$ cat config.mk
export PLATFORM = sky130hd
export DESIGN_NAME = button_repeat_ctrl
export DESIGN_NICKNAME = d
export VERILOG_FILES = /design/src/rtl/time_set_pkg.sv /design/src/rtl/edge_detect_rise.sv /design/src/rtl/button_repeat_ctrl.sv
export SDC_FILE = /design/constraint.sdc
export NUM_CORES = 1
export LEC_CHECK = 0
export CAP_MARGIN = 10
export CORE_MARGIN = 2
export CORE_UTILIZATION = 45
export DETAILED_ROUTE_END_ITERATION = 8
export DONT_BUFFER_PORTS = 1
export GPL_ROUTABILITY_DRIVEN = 0
export PLACE_DENSITY_LB_ADDON = 0.15
export SYNTH_ARGS = -nofsm -noshare
export SYNTH_HDL_FRONTEND = slang
export SYNTH_SLANG_ARGS = --single-unit
$ cat constraint.sdc
create_clock -name Clk_100M -period 5.15 [get_ports Clk_100M]
set_input_delay 1.03 -clock Clk_100M [delete_from_list [all_inputs] [get_ports Clk_100M]]
set_output_delay 1.03 -clock Clk_100M [all_outputs]
set_load 0.01 [all_outputs]
$ cat src/rtl/time_set_pkg.sv
// Shared definitions for the front-panel time-setting buttons: repeat FSM states
// and the default 100 MHz auto-repeat timing.
package time_set_pkg;

    typedef enum logic [1:0] {
        ST_IDLE      = 2'd0,
        ST_HOLD_WAIT = 2'd1,
        ST_SLOW_RPT  = 2'd2,
        ST_FAST_RPT  = 2'd3
    } state_e;

    localparam int unsigned DEF_HOLD_DELAY  = 50_000_000;
    localparam int unsigned DEF_SLOW_PERIOD = 10_000_000;
    localparam int unsigned DEF_FAST_PERIOD = 2_500_000;
    localparam int unsigned DEF_FAST_AFTER  = 8;
    localparam int unsigned DEF_CNT_W       = 26;

endpackage

$ cat src/rtl/edge_detect_rise.sv
// Rising-edge detector on a synchronous level; the registered previous level
// resets to 0, so a level already high at reset release reads as a rise.
module edge_detect_rise (
    input  logic clk,
    input  logic rst_n,
    input  logic d,
    output logic rise
);

    logic prev_q;

    always_ff @(posedge clk or negedge rst_n) begin
        if (!rst_n) begin
            prev_q <= 1'b0;
        end else begin
            prev_q <= d;
        end
    end

    assign rise = d & ~prev_q;

endmodule

$ cat src/rtl/button_repeat_ctrl.sv
// Turns a debounced button level into single-cycle step pulses: one on press,
// then auto-repeat at a slow rate that switches to a fast rate while held.
module button_repeat_ctrl
    import time_set_pkg::*;
#(
    parameter int unsigned HOLD_DELAY  = DEF_HOLD_DELAY,
    parameter int unsigned SLOW_PERIOD = DEF_SLOW_PERIOD,
    parameter int unsigned FAST_PERIOD = DEF_FAST_PERIOD,
    parameter int unsigned FAST_AFTER  = DEF_FAST_AFTER,
    parameter int unsigned CNT_W       = DEF_CNT_W
) (
    input  logic Clk_100M,
    input  logic nReset,
    input  logic debounced,
    input  logic enable,
    output logic step,
    output logic held,
    output logic fast
);

    localparam logic [CNT_W-1:0] HOLD_TERM = CNT_W'(HOLD_DELAY - 1);
    localparam logic [CNT_W-1:0] SLOW_TERM = CNT_W'(SLOW_PERIOD - 1);
    localparam logic [CNT_W-1:0] FAST_TERM = CNT_W'(FAST_PERIOD - 1);
    localparam logic [7:0]       FAST_CNT  = 8'(FAST_AFTER);

    state_e           state_q, state_d;
    logic [CNT_W-1:0] cnt_q, cnt_d;
    logic [7:0]       rpt_q, rpt_d;
    logic             step_q, step_d;
    logic             held_q, fast_q;
    logic             rise;

    edge_detect_rise u_edge (
        .clk   (Clk_100M),
        .rst_n (nReset),
        .d     (debounced),
        .rise  (rise)
    );

    always_comb begin
        state_d = state_q;
        cnt_d   = cnt_q;
        rpt_d   = rpt_q;
        step_d  = 1'b0;
        case (state_q)
            ST_IDLE: begin
                if (rise && enable) begin
                    step_d  = 1'b1;
                    cnt_d   = '0;
                    rpt_d   = '0;
                    state_d = ST_HOLD_WAIT;
                end
            end
            ST_HOLD_WAIT: begin
                if (cnt_q == HOLD_TERM) begin
                    step_d  = 1'b1;
                    cnt_d   = '0;
                    rpt_d   = 8'd1;
                    state_d = ST_SLOW_RPT;
                end else begin
                    cnt_d = cnt_q + CNT_W'(1);
                end
            end
            ST_SLOW_RPT: begin
                // rpt_q already counts the first repeat, so the switch happens on
                // the FAST_AFTER-th step issued from the slow period.
                if (cnt_q == SLOW_TERM) begin
                    step_d = 1'b1;
                    cnt_d  = '0;
                    rpt_d  = (rpt_q == 8'hFF) ? rpt_q : rpt_q + 8'd1;
                    if (rpt_q == FAST_CNT) begin
                        state_d = ST_FAST_RPT;
                    end
                end else begin
                    cnt_d = cnt_q + CNT_W'(1);
                end
            end
            ST_FAST_RPT: begin
                if (cnt_q == FAST_TERM) begin
                    step_d = 1'b1;
                    cnt_d  = '0;
                end else begin
                    cnt_d = cnt_q + CNT_W'(1);
                end
            end
            default: begin
                state_d = ST_IDLE;
            end
        endcase

        // Release or disable overrides everything, including a terminal-count step.
        if (state_q != ST_IDLE && (!enable || !debounced)) begin
            state_d = ST_IDLE;
            cnt_d   = '0;
            rpt_d   = '0;
            step_d  = 1'b0;
        end
    end

    always_ff @(posedge Clk_100M or negedge nReset) begin
        if (!nReset) begin
            state_q <= ST_IDLE;
            cnt_q   <= '0;
            rpt_q   <= '0;
            step_q  <= 1'b0;
            held_q  <= 1'b0;
            fast_q  <= 1'b0;
        end else begin
            state_q <= state_d;
            cnt_q   <= cnt_d;
            rpt_q   <= rpt_d;
            step_q  <= step_d;
            held_q  <= (state_d != ST_IDLE);
            fast_q  <= (state_d == ST_FAST_RPT);
        end
    end

    assign step = step_q & enable;
    assign held = held_q;
    assign fast = fast_q;

endmodule
==> key figures <==
CTS
  – Post-CTS Setup Bufs: 0
  – Post-CTS sizing: 0
  – Worst skew pair latency: 290 ps
  – Post-CTS Hold Buffers: 0
  – Reg clk slew, reported paths: 80 ps
  – CTS H-tree lvls: 2
  – CTS Buf Count: 5
  – Clock root cell: clkbuf_8
  – Max clock buf depth: 2
  – CTS sink cnt: 40
  – CTS tree: built

Worst setup path
  – Reg2Reg Launch Point: cnt_q[0]
  – CP Max Fanout: 20
  – Reg2reg path depth: 7
  – Data arrival, critical path: 3510 ps
  – Worst Setup Start Kind: register
  – Buf/Inv on CP: 0
  – Crit Path Class: register to register
  – R2r endpoint: cnt_q[9]
  – WP depth: 7
  – Critical path, cell by cell: ha_1 > nand4_2 > or4_1 > o311ai_1 > and3_1 > nor2_1 > mux2_4
  – Max incr delay on CP: about 700 ps
  – Slowest-stage cell, CP: or4_1
  – Critical path launch point: cnt_q[0]
  – Top delay family on crit path: simple AND/OR/NAND/NOR gates
  – Setup crit end kind: register
  – Required time of the critical path: 5330 ps
  – FF-to-FF setup slack: ~1800 ps

Detailed routing
  – Number of DRC markers in iteration 0: between 150 and 200
  – Router iterations before antenna repair: 4
  – Via count: 2249
  – Final wirelength: 6.209 mm
  – Drt drc: 0
  – Via/cell ratio: ~6.2
  – Wire per inst: between 15 and 20 um
  – Post-route ant nets: 0

Layout
  – Layout cell share with drive strength beyond 1: 8.304%
  – # fillers: 552
  – Antenna diode count: 0
  – Nets@finish: 302
  – Area delta synth->final: 4.477%
  – Post-layout util: roughly half

Global routing
  – Grt met1 use: 31.12%
  – Grt peak-use layer: met2
  – Met3 Resource Use GR: 3.667%
  – Antenna violations before repair: 0
  – First-pass GRT wire length: roughly 11 mm
  – Grt met2 use: 32.23%
  – GRT overflow: 0
  – Vias in the first global route: 2183
  – GRT Resource Usage Total: roughly a fifth
  – Largest net degree at the start of global routing: 41

Power and ir drop
  – Leakage Power: 1.218 nW
  – P per Cell Area: between 200 and 300 mW/mm^2
  – Power Total: 0.7409 mW
  – Worst vdd ir: ~0.12 mV

Logic synthesis
  – Post-synth top flop: dfrtp_1
  – Flops & latches, synth: 40
  – Largest area contributor in the netlist: dfrtp_1
  – Post-synth EDFFs: 0
  – Fraction of registers with async set/reset: 100.0%
  – Post-synth net total: 306
  – Syn avg cell area: ~9.1 um^2
  – Synth top area share: 37.70%
  – Yosys cell types: 68
  – Synth warn: 0
  – Mapped cell area: 0.002655 mm^2
  – Seq/Total Area, Yosys: between 30% and 40%
  – Synth area leaders: dfrtp_1 38%, and3_1 4.2%, ha_1 4.2%, o21ai_0 3.4%, nand2_1 3.1%
  – Synth Instances: 293

Timing
  – Achievable Freq: 300.5 MHz
  – Min Hold Slack: ~420 ps
  – RSZ-0062 raised after global routing: false
  – Slew headroom: around 28%
  – Final period util: approximately 65%
  – Final setup viols: 0
  – Hold Fails Final Rpt: 0
  – Minimum clock period: 3328 ps
  – Setup TNS: 0 ps
  – Max-slew violations: 0
  – Clk_skew: 7.490 ps
  – Least-Margin Pin Slew: 1082 ps

Worst hold path
  – Hold Path Class: primary input to async pin

Floorplan
  – Initial Util: 47.34%
  – Die ar.: 0.006530 mm^2
  – Die W: about 81 um
  – Rows: 27
  – Die Span Y: 80.81 um
  – Num ports: 7
  – Core footprint: 0.005608 mm^2

Outcome
  – Status: finished clean

Placed design
  – Port buffer count: 0
  – Post-DP HPWL: 4.292 mm

Job
  – Max Cap Viol: 0
[synthesized netlist by cell type, drive strengths merged, types with 3 or more instances]
cell	number
a31oi	6
o21bai	4
nand4	8
clkbuf	7
and2	4
nand2	22
nor4	4
inv	15
o21a	3
a21oi	6
buf	4
nor2	20
or3	5
a22o	9
or4	3
o21ai	20
dfrtp	40
and4	3
a31o	6
o211ai	3
o311ai	3
ha	9
and3	19
nand3	10
nor3	13
a211o	5
nor2b	4
o41ai	5
a21o	3
xnor2	3
[per-stage QoR]
stage	cell area [um^2]	cells	setup slack, ps
after floorplan	2655	293	2565
after global placement	2696	354	1878
after detailed placement	2696	354	1791
after CTS	2774	361	1875
after global routing	2774	361	1587
final	2774	361	1822
[worst max path at each step]
| stage | end |
|---|---|
| global route | cnt_q[9] |
| detailed placement | cnt_q[10] |
| floorplan | cnt_q[9] |
| global placement | cnt_q[10] |
| CTS | cnt_q[9] |
| finish | cnt_q[9] |
[area by class of cell]
| cell class | instances | area (um^2) | area share, % |
|---|---|---|---|
| Clock buffer | 6 | 72.57 | 2.616 |
| Clock inverter | 1 | 5.005 | 0.1804 |
| Inverter | 15 | 56.30 | 2.030 |
| Multi-Input combinational cell | 227 | 1549 | 55.84 |
| Tap cell | 72 | 90.09 | 3.248 |
| Sequential cell | 40 | 1001 | 36.08 |
[where the power goes]
part	total, mW	internal (mW)	switching [mW]
logic	0.201	0.0685	0.132
clock network	0.200	0.0923	0.108
registers	0.340	0.326	0.0147
[registers in the layout, indices dropped and copies added, names as in the netlist]
register / count
cnt_q: 26
rpt_q: 8
state_q: 2
fast: 1
held: 1
step_q: 1
u_edge.prev_q: 1
[cell usage in the layout, fill, tap and decap left out, drive strengths merged, types with 2 or more instances in the layout]
| cell type | instances |
|---|---|
| or2 | 2 |
| nor4 | 4 |
| nand4 | 8 |
| inv | 15 |
| o21a | 3 |
| a22o | 9 |
| o31ai | 2 |
| o311ai | 3 |
| nand2 | 22 |
| a21oi | 6 |
| or3 | 5 |
| a211o | 5 |
| and4 | 3 |
| o21ai | 20 |
| nor2 | 20 |
| nand2b | 2 |
| o41ai | 5 |
| ha | 9 |
| o21bai | 4 |
| and2 | 4 |
| a21o | 3 |
| nand3 | 10 |
| clkbuf | 6 |
| or4b | 2 |
| nor3 | 13 |
| a221oi | 2 |
| xnor2 | 3 |
| and3 | 19 |
| a31o | 6 |
| nor2b | 4 |
| o211ai | 3 |
| a31oi | 6 |
| dfrtp | 40 |
| or4 | 3 |
[per-layer routing]
layer | vias up | part of all wire, %
met5 | - | 0
met4 | 0 | 0.58
met3 | 4 | 4.1
met2 | 36 | 43
met1 | 1105 | 52
li1 | 1104 | -
[kinds of logic (layout without fill, tap and decap cells)]
family / count (synthesis) / after routing / synth area share [%]
and+or+nand+nor: 129 / 129 / 27.62
AOI/OAI and AO/OA: 84 / 84 / 24.55
DFF: 40 / 40 / 37.70
buffers and inverters: 26 / 22 / 3.958
adders and majority gates: 9 / 9 / 4.241
xor gates and xnor gates: 3 / 3 / 0.9898
muxes: 2 / 2 / 0.9424
Power figures use the tool's default switching activity.
